[config.mk]
export PLATFORM = sky130hd
export DESIGN_NAME = float_normalizer
export DESIGN_NICKNAME = d
export VERILOG_FILES = /design/src/rtl/float_normalizer.sv
export SDC_FILE = /design/constraint.sdc
export NUM_CORES = 1
export LEC_CHECK = 0
export CAP_MARGIN = 5
export CORE_MARGIN = 2
export CORE_UTILIZATION = 48
export CTS_BUF_LIST = sky130_fd_sc_hd__clkbuf_8
export DETAILED_ROUTE_END_ITERATION = 12
export HOLD_SLACK_MARGIN = 0.08
export PLACE_DENSITY = 0.78
export SYNTH_ARGS = -nofsm -noshare
export SYNTH_HDL_FRONTEND = slang
export SYNTH_SLANG_ARGS = --single-unit
[constraint.sdc]
create_clock -name clk -period 4.09 [get_ports clk]
set_input_delay 0.409 -clock clk [delete_from_list [all_inputs] [get_ports clk]]
set_output_delay 0.409 -clock clk [all_outputs]
set_load 0.005 [all_outputs]
[src/rtl/float_normalizer.sv]
// float_normalizer
//   Normalizes the raw result of a floating-point adder into packed
//   {sign, exponent, mantissa} form. Each NORM cycle evaluates one step:
//   a single right shift for an adder carry, or a single left shift
//   toward the hidden bit. Truncation only, no denormals.
//
// Ports
//   clk, rst_n            clock, asynchronous active-low reset
//   in_valid / in_ready   input handshake (ready only while IDLE)
//   in_sign               raw sign
//   in_exponent           biased exponent, MSB = adder overflow bit
//   in_mantissa           raw mantissa, [M+1]=carry, [M]=hidden bit
//   in_inexact            bits already lost upstream
//   out_valid / out_ready output handshake (valid only while DONE)
//   out                   packed float
//   overflow, underflow, inexact, zero   result flags
module float_normalizer #(
  parameter int FLOAT_SIZE    = 32,
  parameter int EXPONENT_SIZE = 8,
  parameter int MANTISSA_SIZE = 23,
  parameter int BIAS          = 127
) (
  input  logic                     clk,
  input  logic                     rst_n,
  input  logic                     in_valid,
  output logic                     in_ready,
  input  logic                     in_sign,
  input  logic [EXPONENT_SIZE:0]   in_exponent,
  input  logic [MANTISSA_SIZE+1:0] in_mantissa,
  input  logic                     in_inexact,
  output logic                     out_valid,
  input  logic                     out_ready,
  output logic [FLOAT_SIZE-1:0]    out,
  output logic                     overflow,
  output logic                     underflow,
  output logic                     inexact,
  output logic                     zero
);

  localparam int E = EXPONENT_SIZE;
  localparam int M = MANTISSA_SIZE;
  localparam logic [E:0] EXP_ONES = {1'b0, {E{1'b1}}};
  localparam logic [E:0] EXP_ONE  = {{E{1'b0}}, 1'b1};

  // Parameter consistency is checked at elaboration.
  if (FLOAT_SIZE != 1 + EXPONENT_SIZE + MANTISSA_SIZE) begin : g_bad_width
    $error("float_normalizer: FLOAT_SIZE must equal 1+EXPONENT_SIZE+MANTISSA_SIZE");
  end
  if (BIAS <= 0 || BIAS >= (1 << EXPONENT_SIZE) - 1) begin : g_bad_bias
    $error("float_normalizer: BIAS outside exponent range");
  end

  typedef enum logic [1:0] {IDLE, NORM, DONE} state_t;

  state_t          state_q, state_d;
  logic            sign_q, sign_d;
  logic [E:0]      exp_q, exp_d;
  logic [M+1:0]    mant_q, mant_d;
  logic            inx_q, inx_d;
  logic [FLOAT_SIZE-1:0] out_q, out_d;
  logic            ovf_q, ovf_d;
  logic            unf_q, unf_d;
  logic            zero_q, zero_d;
  logic            inxo_q, inxo_d;

  // Candidate finalize values: the carry correction is folded in here so
  // a carry result finalizes in the same cycle as its right shift.
  logic [E:0]      fin_exp;
  logic [M+1:0]    fin_mant;
  logic            fin_inx;

  always_comb begin
    fin_exp  = exp_q;
    fin_mant = mant_q;
    fin_inx  = inx_q;
    if (mant_q[M+1]) begin
      // exp_q MSB is clear whenever this path is taken, so +1 cannot wrap.
      fin_exp  = exp_q + EXP_ONE;
      fin_mant = mant_q >> 1;
      fin_inx  = inx_q | mant_q[0];
    end
  end

  always_comb begin
    state_d = state_q;
    sign_d  = sign_q;
    exp_d   = exp_q;
    mant_d  = mant_q;
    inx_d   = inx_q;
    out_d   = out_q;
    ovf_d   = ovf_q;
    unf_d   = unf_q;
    zero_d  = zero_q;
    inxo_d  = inxo_q;
    unique case (state_q)
      IDLE: begin
        if (in_valid) begin
          sign_d  = in_sign;
          exp_d   = in_exponent;
          mant_d  = in_mantissa;
          inx_d   = in_inexact;
          state_d = NORM;
        end
      end
      NORM: begin
        ovf_d  = 1'b0;
        unf_d  = 1'b0;
        zero_d = 1'b0;
        inxo_d = inx_q;
        if (mant_q == '0) begin
          out_d   = '0;
          zero_d  = 1'b1;
          inxo_d  = 1'b0;
          state_d = DONE;
        end else if (exp_q[E]) begin
          out_d   = {sign_q, {E{1'b1}}, {M{1'b0}}};
          ovf_d   = 1'b1;
          state_d = DONE;
        end else if (mant_q[M+1] || mant_q[M]) begin
          inxo_d = fin_inx;
          if (fin_exp >= EXP_ONES) begin
            out_d = {sign_q, {E{1'b1}}, {M{1'b0}}};
            ovf_d = 1'b1;
          end else begin
            out_d = {sign_q, fin_exp[E-1:0], fin_mant[M-1:0]};
          end
          state_d = DONE;
        end else if (exp_q <= EXP_ONE) begin
          // No denormals: anything below the smallest normal flushes to zero.
          out_d   = {sign_q, {(FLOAT_SIZE-1){1'b0}}};
          unf_d   = 1'b1;
          zero_d  = 1'b1;
          state_d = DONE;
        end else begin
          mant_d = {mant_q[M:0], 1'b0};
          exp_d  = exp_q - EXP_ONE;
        end
      end
      DONE: begin
        if (out_ready) state_d = IDLE;
      end
      default: state_d = IDLE;
    endcase
  end

  always_ff @(posedge clk or negedge rst_n) begin
    if (!rst_n) begin
      state_q <= IDLE;
      out_q   <= '0;
      ovf_q   <= 1'b0;
      unf_q   <= 1'b0;
      zero_q  <= 1'b0;
      inxo_q  <= 1'b0;
    end else begin
      state_q <= state_d;
      out_q   <= out_d;
      ovf_q   <= ovf_d;
      unf_q   <= unf_d;
      zero_q  <= zero_d;
      inxo_q  <= inxo_d;
    end
  end

  // Working registers are always loaded on accept before use.
  always_ff @(posedge clk) begin
    sign_q <= sign_d;
    exp_q  <= exp_d;
    mant_q <= mant_d;
    inx_q  <= inx_d;
  end

  assign in_ready  = (state_q == IDLE);
  assign out_valid = (state_q == DONE);
  assign out       = out_q;
  assign overflow  = ovf_q;
  assign underflow = unf_q;
  assign inexact   = inxo_q;
  assign zero      = zero_q;

endmodule
==> flow_summary.yaml, run 1 <==
run_status:
  outcome: "finished clean"
worst_setup_path:
  startpoint: "exp_q[0]$_DFFE_PP_"
  worstPathRequired_ps: 4100
  path_cells: "ha_1 > o211ai_1 > nand2_1 > o21ai_2 > buf_4"
  crit_type: "reg2reg"
  critPathCaptureType: "register"
  cp_slowest_cell: "edfxtp_1"
  cp_max_fo: 25
  worstPathArrival_ps: 2730
  slowest_delay_ps: 580
  reg2reg_from: "exp_q[0]$_DFFE_PP_"
  reg2reg_setup_slack_ps: 1380
  startpoint_type: "register"
die:
  start_util_pct: 50.0
  io_pins: 78
  die_w_um: 94.0
  die-area_um2: 8830
  core_area_um2: 7770
  fp-row-count: 32
  die_y_um: 94.0
grt:
  grt_max_degree: 53
  grt-ovfl-total: 0
  grt_pass1_wl_um: 15500
  grt_pass1_vias: 3130
  antenna_found_initial: 0
  track_usage_pct: 22.5
synthesis:
  synth-simple-area-share_pct: 19.7
  yosysTopAreaCellShare_pct: 27.8
  ys_seq_elements: 74
  synth.most_common_cell: "nand2_1"
  syn_inst: 381
  ys_seq_area_share_pct: 52.3
  synth_xor_area_share_pct: 2.48
  synth-compound-area-share_pct: 13.8
  synth_top_family_by_area: "simple AND/OR/NAND/NOR gates"
  synth_area_um2: 3880
  synthFlopType: "dfrtp_1"
  ys_async_sr_fraction_pct: 51.4
  muxShareOfSynthArea_pct: 6.38
  syn_avg_cell_area_um2: 10.2
  synth_edf_count: 36
  synth-adder-area-share_pct: 0.966
  yosysWarnings: 0
  synthTopCellsByArea: "edfxtp_1 (28%), dfrtp_1 (24%), nand2_1 (9.6%), mux2_2 (6.4%), o2bb2ai_1 (5.0%)"
  synth_common_cells: "nand2_1 (99), dfrtp_1 (38), edfxtp_1 (36)"
  synth_cell_types: 42
  postSynthNetCount: 424
  yosys.area.top_type: "edfxtp_1"
timing:
  fmax_mhz: 369
  fin_skew_ps: 12.5
  whs_ps: 160
  drv_slew: 0
  slew_headroom_pct: 41.3
  period_share_pct: 66.3
  min_period_ps: 2710
  hold_viol_final: 0
  setup_tns_ps: 0
  finalSetupViolCount: 0
  worst_pin_slew_ps: 876
  grt_setup_unrepaired: "false"
drt:
  antenna_left: 0
  drc_errors: 0
  routedWlPerCell_um: 16.8
  drt_pass1_iterations: 5
  drtIter0Drc: 226
  via_count: 3149
  via_per_inst: 5.69
  wirelength_um: 9280
pwr:
  vdd_ir_drop_max_v: 0.000351
  p_leak_nw: 1.92
  powerDensity_nw_per_um2: 691
cts:
  post_cts_resized: 0
  cts.sinks: 74
  ctsHtreeMaxLevel: 3
  cts_tree: "done"
  clk_pin_slew_ps: 90
  cts-root-buf: "clkbuf_8"
  numCtsBuffers: 9
  clk_path_buf_depth: 2
  cts_setup_buffers: 0
  ctsHoldBuffers: 0
  clk_latency_ps: 350
placed_design:
  place.gp.congestion: 0.833
  place_hpwl_um: 6270
  io_buffers: 77
hold_path:
  min_path_type: "in2async"
final_layout:
  area_growth_pct: 25.9
  fin_nets: 489
  num_antenna_cells: 0
  drive_gt1_share_pct: 11.8
flow_run:
  cap_violations: 0
flip-flops by register name (all words and copies together) (netlist names):
register,count
out,32
mant_q,25
exp_q,9
state_q,2
inexact,1
inx_q,1
overflow,1
sign_q,1
underflow,1
zero,1
area by class of cell:
class	instances	area (um2)
Tap cell	102	128
Timing Repair Buffer	83	811
Fill cell	641	2880
Multi-Input combinational cell	272	1700
Sequential cell	74	2030
Clock buffer	9	124
Clock inverter	7	78.8
Inverter	6	22.5
path summary, 6_finish.rpt:
kind,end,cells after the start
worst max-delay path,mant_q[2]$_DFFE_PP_,5
worst min-delay path,out[10]$_DFFE_PN0P_,1
worst max register to register,mant_q[2]$_DFFE_PP_,5
worst min register to register,out[6]$_DFFE_PN0P_,1
max in group asynchronous,out[29]$_DFFE_PN0P_,1
min in group clk,out[6]$_DFFE_PN0P_,1
per-stage QoR:
stage | worst slack, ps | utilization (%) | power, mW | std cells | cell area (um2)
CTS | 1360 | 63.0 | 3.39 | 553 | 4890
floorplan | 777 | - | 2.22 | 381 | 3880
global placement | 1520 | 60.4 | 2.75 | 537 | 4690
detailed placement | 1390 | 60.4 | 2.80 | 537 | 4690
finish | 1380 | 63.0 | 3.38 | 553 | 4890
global route | 1210 | 63.0 | 3.60 | 553 | 4890
cell families after synthesis:
logic type | after synthesis
compound gates | 66
xor+xnor | 11
fa+ha+maj | 3
buf+inv | 35
flops | 74
mux | 22
simple gates | 170
layout by cell type, fill, tap and decap left out, types with 2 or more instances in the layout:
| cell type | netlist | routed |
|---|---|---|
| nand2_1 | 99 | 99 |
| clkdlybuf4s50_1 | 0 | 76 |
| dfrtp_1 | 38 | 38 |
| edfxtp_1 | 36 | 36 |
| nand3_1 | 26 | 26 |
| mux2_2 | 22 | 22 |
| o2bb2ai_1 | 22 | 22 |
| nor2_1 | 12 | 12 |
| o21ai_0 | 11 | 10 |
| a22o_1 | 10 | 10 |
| nor4_1 | 9 | 9 |
| xnor2_1 | 9 | 9 |
| o31ai_1 | 9 | 9 |
| clkbuf_8 | 0 | 9 |
| inv_1 | 6 | 6 |
| buf_4 | 3 | 6 |
| nor3_1 | 5 | 5 |
| nand4_1 | 4 | 4 |
| clkinv_4 | 0 | 4 |
| o211ai_1 | 3 | 3 |
| nand2b_1 | 3 | 3 |
| a31oi_1 | 3 | 3 |
| nor3b_1 | 3 | 3 |
| ha_1 | 3 | 3 |
| xor2_1 | 2 | 2 |
| o21ai_2 | 1 | 2 |
| o2bb2ai_2 | 2 | 2 |
critical path, delay by kind of cell (launching register included):
kind / cells / cell delay (ps)
buffers and inverters: 1 / 410
AO/OA/AOI/OAI: 2 / 760
flip-flops: 1 / 580
adder cells (fa/ha/maj): 1 / 290
AND/OR/NAND/NOR: 1 / 330
per-layer routing:
layer	part of all wire [%]	track usage [%]
met5	0	0
met1	45	31.8
met2	47	34.0
met4	2.9	10.4
met3	5.9	3.61
power breakdown:
group          switching [mW]  internal, mW  total (mW)
Clock                   0.287         0.287       0.574
Sequential              0.252          1.13        1.38
Combinational           0.699         0.727        1.43
No activity file was read; power rests on OpenSTA's default activity.
==> inputs of run 2 (changes only) <==
- clock period: 4.09 -> 2.45 ns (I/O delays scaled with it)
==> run 2 against run 1 <==
  * Fmax increased by 19%
  * Non-clock buffer count grew 11
  * Global-route usage hardly changed
  * Cell count is 2.0% higher
  * Highest routed layer unchanged
==> flow_summary.yaml, run 2 (synthesis gave the netlist of run 1 again) <==
worst_setup_path:
  critPathCaptureType: "register"
  startpoint: "exp_q[0]$_DFFE_PP_"
  worstPathRequired_ps: 2700
  cp.depth: 7
  startpoint_type: "register"
  worstPathArrival_ps: 2530
  reg2reg_from: "exp_q[0]$_DFFE_PP_"
  cp_max_fo: 24
  reg2reg_setup_slack_ps: 170
  slowest_delay_ps: 510
  cp_slowest_cell: "edfxtp_1"
  rr_worst_depth: 7
  crit_type: "reg2reg"
  worstSetupEndpoint: "overflow$_DFFE_PN0P_"
  path_cells: "ha_1 > nand4_1 > o2111a_1 > nor3_1 > o31ai_4 > buf_6 > a22o_1"
  r2r-end: "overflow$_DFFE_PN0P_"
  critPathBufInv: 1
  cp_top_family: "compound AO/OA/AOI/OAI gates"
timing:
  min_period_ps: 2280
  fin_ws_ps: 166
  slew_headroom_pct: 41.4
  drv_slew: 0
  grt_setup_unrepaired: "false"
  fin_skew_ps: 9.48
  period_share_pct: 93.2
  worst_pin_slew_ps: 879
  setup_tns_ps: 0
  fmax_mhz: 438
  hold_viol_final: 0
  finalSetupViolCount: 0
die:
  die-area_um2: 8830
  die_w_um: 94.0
  fp-row-count: 32
  io_pins: 78
  start_util_pct: 50.0
  core_area_um2: 7770
  die_y_um: 94.0
final_layout:
  num_antenna_cells: 0
  final_common_cell: "nand2_1"
  largest_reg_flops: 32
  ff_latch_area_um2: 2030
  fin_nets: 500
  area_growth_pct: 29.3
  drive_gt1_share_pct: 13.9
  nFillCells: 640
  mostFrequentLayoutCells: "nand2_1 (98), clkdlybuf4s50_1 (76), dfrtp_1 (38)"
  multi_input_area_um2: 1710
  final_util_pct: 64.6
flow_run:
  cap_violations: 0
cts:
  cts-root-buf: "clkbuf_8"
  clk_pin_slew_ps: 80
  cts_tree: "done"
  numCtsBuffers: 9
  clk_latency_ps: 360
  clk_path_buf_depth: 2
  cts.sinks: 74
  ctsHtreeMaxLevel: 3
grt:
  track_usage_pct: 22.5
  grt_pass1_wl_um: 15300
  grt_max_degree: 52
  antenna_found_initial: 0
  grt_pass1_vias: 3071
  grt-ovfl-total: 0
pwr:
  powerDensity_nw_per_um2: 1160
  vdd_ir_drop_max_v: 0.000543
  p_leak_nw: 1.98
run_status:
  outcome: "finished clean"
placed_design:
  place.gp.congestion: 0.916
  place_hpwl_um: 6360
  io_buffers: 77
  dp_slack_ps: 116
drt:
  drc_errors: 0
  wirelength_um: 9380
  via_count: 3218
  routedWlPerCell_um: 16.6
  drtIter0Drc: 338
  antenna_left: 0
  drt_pass1_iterations: 5
  via_per_inst: 5.71
hold_path:
  min_path_type: "in2reg"
## run 2: what timing repair did
| item | CTS | global route |
|---|---|---|
| endpoints found under the hold margin | 38 | 0 |
| endpoints found under the setup margin | 0 | 32 |
| gates resized for setup | 0 | 2 |
| hold buffers | 1 | 0 |
| buffers inserted | 0 | 1 |
## run 2: layout make-up
class,instances,share of cell area (%)
Timing Repair Buffer,94,18.4
Tap cell,102,2.54
Clock inverter,7,1.67
Sequential cell,74,40.5
Multi-Input combinational cell,272,34.0
Inverter,6,0.449
Clock buffer,9,2.47
## run 2: worst reg2reg max path: stages (launching register included)
cell and delay, ps:
edfxtp_1 510, ha_1 320, nand4_1 220, o2111a_1 310, nor3_1 320, o31ai_4 110
buf_6 190, a22o_1 210
## run 2: per-stage QoR
step | total power [mW] | hold slack, ps | instances | cell area (um2)
2_1_floorplan | 3.71 | -50.6 | 381 | 3890
3_3_place_gp | 4.72 | 391 | 546 | 4790
3_5_place_dp | 4.80 | 409 | 546 | 4790
4_1_cts | 5.82 | 431 | 563 | 5010
5_1_grt | 6.19 | 436 | 564 | 5020
6_report | 5.83 | 446 | 564 | 5020
## run 2: worst min path at each step
stage / startpoint / endpoint / slack, ps / cells after the start
global placement: rst_n / out[9]$_DFFE_PN0P_ / 390 / 1
CTS: in_sign / sign_q$_DFFE_PP_ / 430 / 1
finish: in_sign / sign_q$_DFFE_PP_ / 450 / 1
global route: in_sign / sign_q$_DFFE_PP_ / 440 / 1
detailed placement: rst_n / out[11]$_DFFE_PN0P_ / 410 / 1
floorplan: rst_n / inexact$_DFFE_PN0P_ / -50 / 0
## run 2: per-layer routing
metal / vias to the layer above / share of wire, % / global-route usage (%)
met3: 12 / 7.0 / 4.41
li1: 1535 / - / -
met2: 123 / 47 / 34.8
met5: - / 0 / 0
met4: 0 / 1.5 / 7.85
met1: 1548 / 45 / 31.6
## run 2: where the power goes
| group | internal (mW) | switching [mW] |
|---|---|---|
| sequential | 1.88 | 0.416 |
| clock | 0.490 | 0.519 |
| combinational | 1.32 | 1.20 |
| total | 3.69 | 2.14 |
==> inputs of run 3 (changes only) <==
- CORE_MARGIN: 2 -> unset
==> run 3 against run 2 <==
  * Clock skew rose by 1.6 ps
  * Cell area increased by 1.1%
  * Via count decreased by 1.3%
  * Die area fell by 4.2%
  * Fmax shrank 3.2%
  * Non-clock buffer count rose by 6
  * Register-to-register slack worse by 70 ps
  * Critical path depth increased by 1
  * Sequential share of layout area fell by 0.43 points
  * Largest power group unchanged
  * Highest routed layer unchanged
==> flow_summary.yaml, run 3 (synthesis gave the netlist of run 1 again) <==
cts:
  ctsHtreeMaxLevel: 3
  cts_tree: "done"
  clk_pin_slew_ps: 70
  clk_path_buf_depth: 2
  cts.sinks: 74
  post_cts_resized: 0
  numCtsBuffers: 9
  cts-root-buf: "clkbuf_8"
  clk_latency_ps: 350
drt:
  wirelength_um: 9120
  antenna_left: 0
  drt_pass1_iterations: 5
  drtIter0Drc: 133
  drc_errors: 0
  via_count: 3175
  routedWlPerCell_um: 16.0
  via_per_inst: 5.57
worst_setup_path:
  critPathBufInv: 2
  worstPathRequired_ps: 2680
  slowest_delay_ps: 500
  worstPathArrival_ps: 2590
  reg2reg_setup_slack_ps: 90
  cp_slowest_cell: "edfxtp_1"
  r2r-end: "out[22]$_DFFE_PN0P_"
  cp_max_fo: 11
  rr_worst_depth: 8
  startpoint_type: "register"
  reg2reg_from: "exp_q[0]$_DFFE_PP_"
  critPathCaptureType: "register"
  cp_top_family: "compound AO/OA/AOI/OAI gates"
  crit_type: "reg2reg"
  path_cells: "inv_1 > ha_1 > nor4bb_1 > o21ai_0 > a22o_1 > o31ai_4 > buf_4 > o2bb2ai_1"
  startpoint: "exp_q[0]$_DFFE_PP_"
pwr:
  switchingPower_mw: 2.07
  vdd_ir_drop_max_v: 0.000612
  power.share.switching_pct: 34.7
  p_clk_share_pct: 18.8
  p_leak_nw: 2.03
  intPower_mw: 3.89
  powerDensity_nw_per_um2: 1170
  comb_power_share_pct: 42.7
  total_power_mw: 5.96
  seqPwrFrac_pct: 38.5
placed_design:
  place_hpwl_um: 6260
  io_buffers: 77
  place_inst: 548
  place.gp.congestion: 0.911
  placed_cell_area_um2: 4790
grt:
  grt_pass1_wl_um: 14800
  grt_max_degree: 51
  track_usage_pct: 22.5
  grt_pass1_vias: 3043
  grt-ovfl-total: 0
  antenna_found_initial: 0
timing:
  finalSetupViolCount: 0
  fin_skew_ps: 11.1
  min_period_ps: 2360
  slew_headroom_pct: 43.0
  worst_pin_slew_ps: 855
  hold_viol_final: 0
  drv_slew: 0
  whs_ps: 461
  period_share_pct: 96.3
  fmax_mhz: 424
final_layout:
  num_antenna_cells: 0
  largest_reg_flops: 32
  fin_cells: 570
  fin_nets: 506
  drive_gt1_share_pct: 14.3
  fin_area_um2: 5070
  nFillCells: 619
  mostFrequentLayoutCells: "nand2_1 (99), clkdlybuf4s50_1 (76), dfrtp_1 (38)"
  final_common_cell: "nand2_1"
  area_growth_pct: 30.6
die:
  die-area_um2: 8450
  start_util_pct: 50.0
  fp-row-count: 32
  die_y_um: 92.0
  die_w_um: 92.0
  io_pins: 78
  core_area_um2: 7770
flow_run:
  cap_violations: 0
hold_path:
  min_path_type: "in2reg"
  holdCritStartpoint: "in_inexact"
  hold_path_end: "inx_q$_DFFE_PP_"
  whs_path_depth: 1
run_status:
  outcome: "finished clean"
[run 3: cell types whose count changed in the layout (fill, tap and decap cells not counted)]
cell | before | now
nand2_1 | 98 | 99
inv_8 | 1 | 0
nand2_2 | 1 | 0
clkinvlp_4 | 1 | 0
inv_1 | 6 | 8
inv_6 | 3 | 0
buf_12 | 2 | 1
buf_4 | 13 | 21
buf_6 | 1 | 0
clkinv_2 | 0 | 1
bufinv_16 | 1 | 3
[run 3: worst max path at each step]
stage                          end  slack, ps  cells after the start
3_3_place_gp   out[22]$_DFFE_PN0P_        260                      8
2_1_floorplan   exp_q[0]$_DFFE_PP_         50                      7
5_1_grt         out[6]$_DFFE_PN0P_      -0.07                      8
3_5_place_dp   out[15]$_DFFE_PN0P_        100                      8
4_1_cts        out[22]$_DFFE_PN0P_         90                      8
6_report       out[22]$_DFFE_PN0P_         90                      8
[run 3: power by group through the flow]
stage                     logic (mW)  clock network, mW  registers [mW]
after global placement          2.43                  0            2.30
after global routing            2.76               1.20            2.35
after CTS                       2.50               1.14            2.29
after floorplan                 1.53                  0            2.18
final                           2.54               1.12            2.29
after detailed placement        2.49                  0            2.31
[run 3: routing by layer]
layer	up-vias	GRT usage, %	routed length, um
li1	1547	-	-
met1	1500	32.1	4340
met2	108	33.3	4120
met3	20	3.98	430
met4	0	10.8	222
met5	-	0	0
[run 3: what timing repair did]
item / 4_1_cts / 5_1_grt
setup buffers: 0 / 5
endpoints found under the setup margin: 0 / 23
endpoints found under the hold margin: 38 / 0
hold buffers: 1 / 0
[run 3: area by class of cell]
type                    instances  area [um2]  share of cell area, %
clock buffers                   9         124                   2.44
flip-flops and latches         74        2030                   40.0
repair buffers                100         953                   18.8
well taps                     102         128                   2.52
inverters                       6        22.5                  0.444
clock inverters                 7         111                   2.19
multi-input cells             272        1700                   33.6
[run 3: stage by stage]
step                util [%]  setup TNS, ps  setup WS (ps)
global placement        61.7              0            265
floorplan                  -              0           47.9
CTS                     64.8              0           87.6
detailed placement      61.7              0            101
global route            65.3        -0.0677        -0.0677
finish                  65.3              0           91.1
[run 3: worst reg2reg max path, cell delays in order (launching register included)]
cell and delay [ps]:
edfxtp_1 500, inv_1 80, ha_1 350, nor4bb_1 310, o21ai_0 120, a22o_1 240
o31ai_4 320, buf_4 240, o2bb2ai_1 80
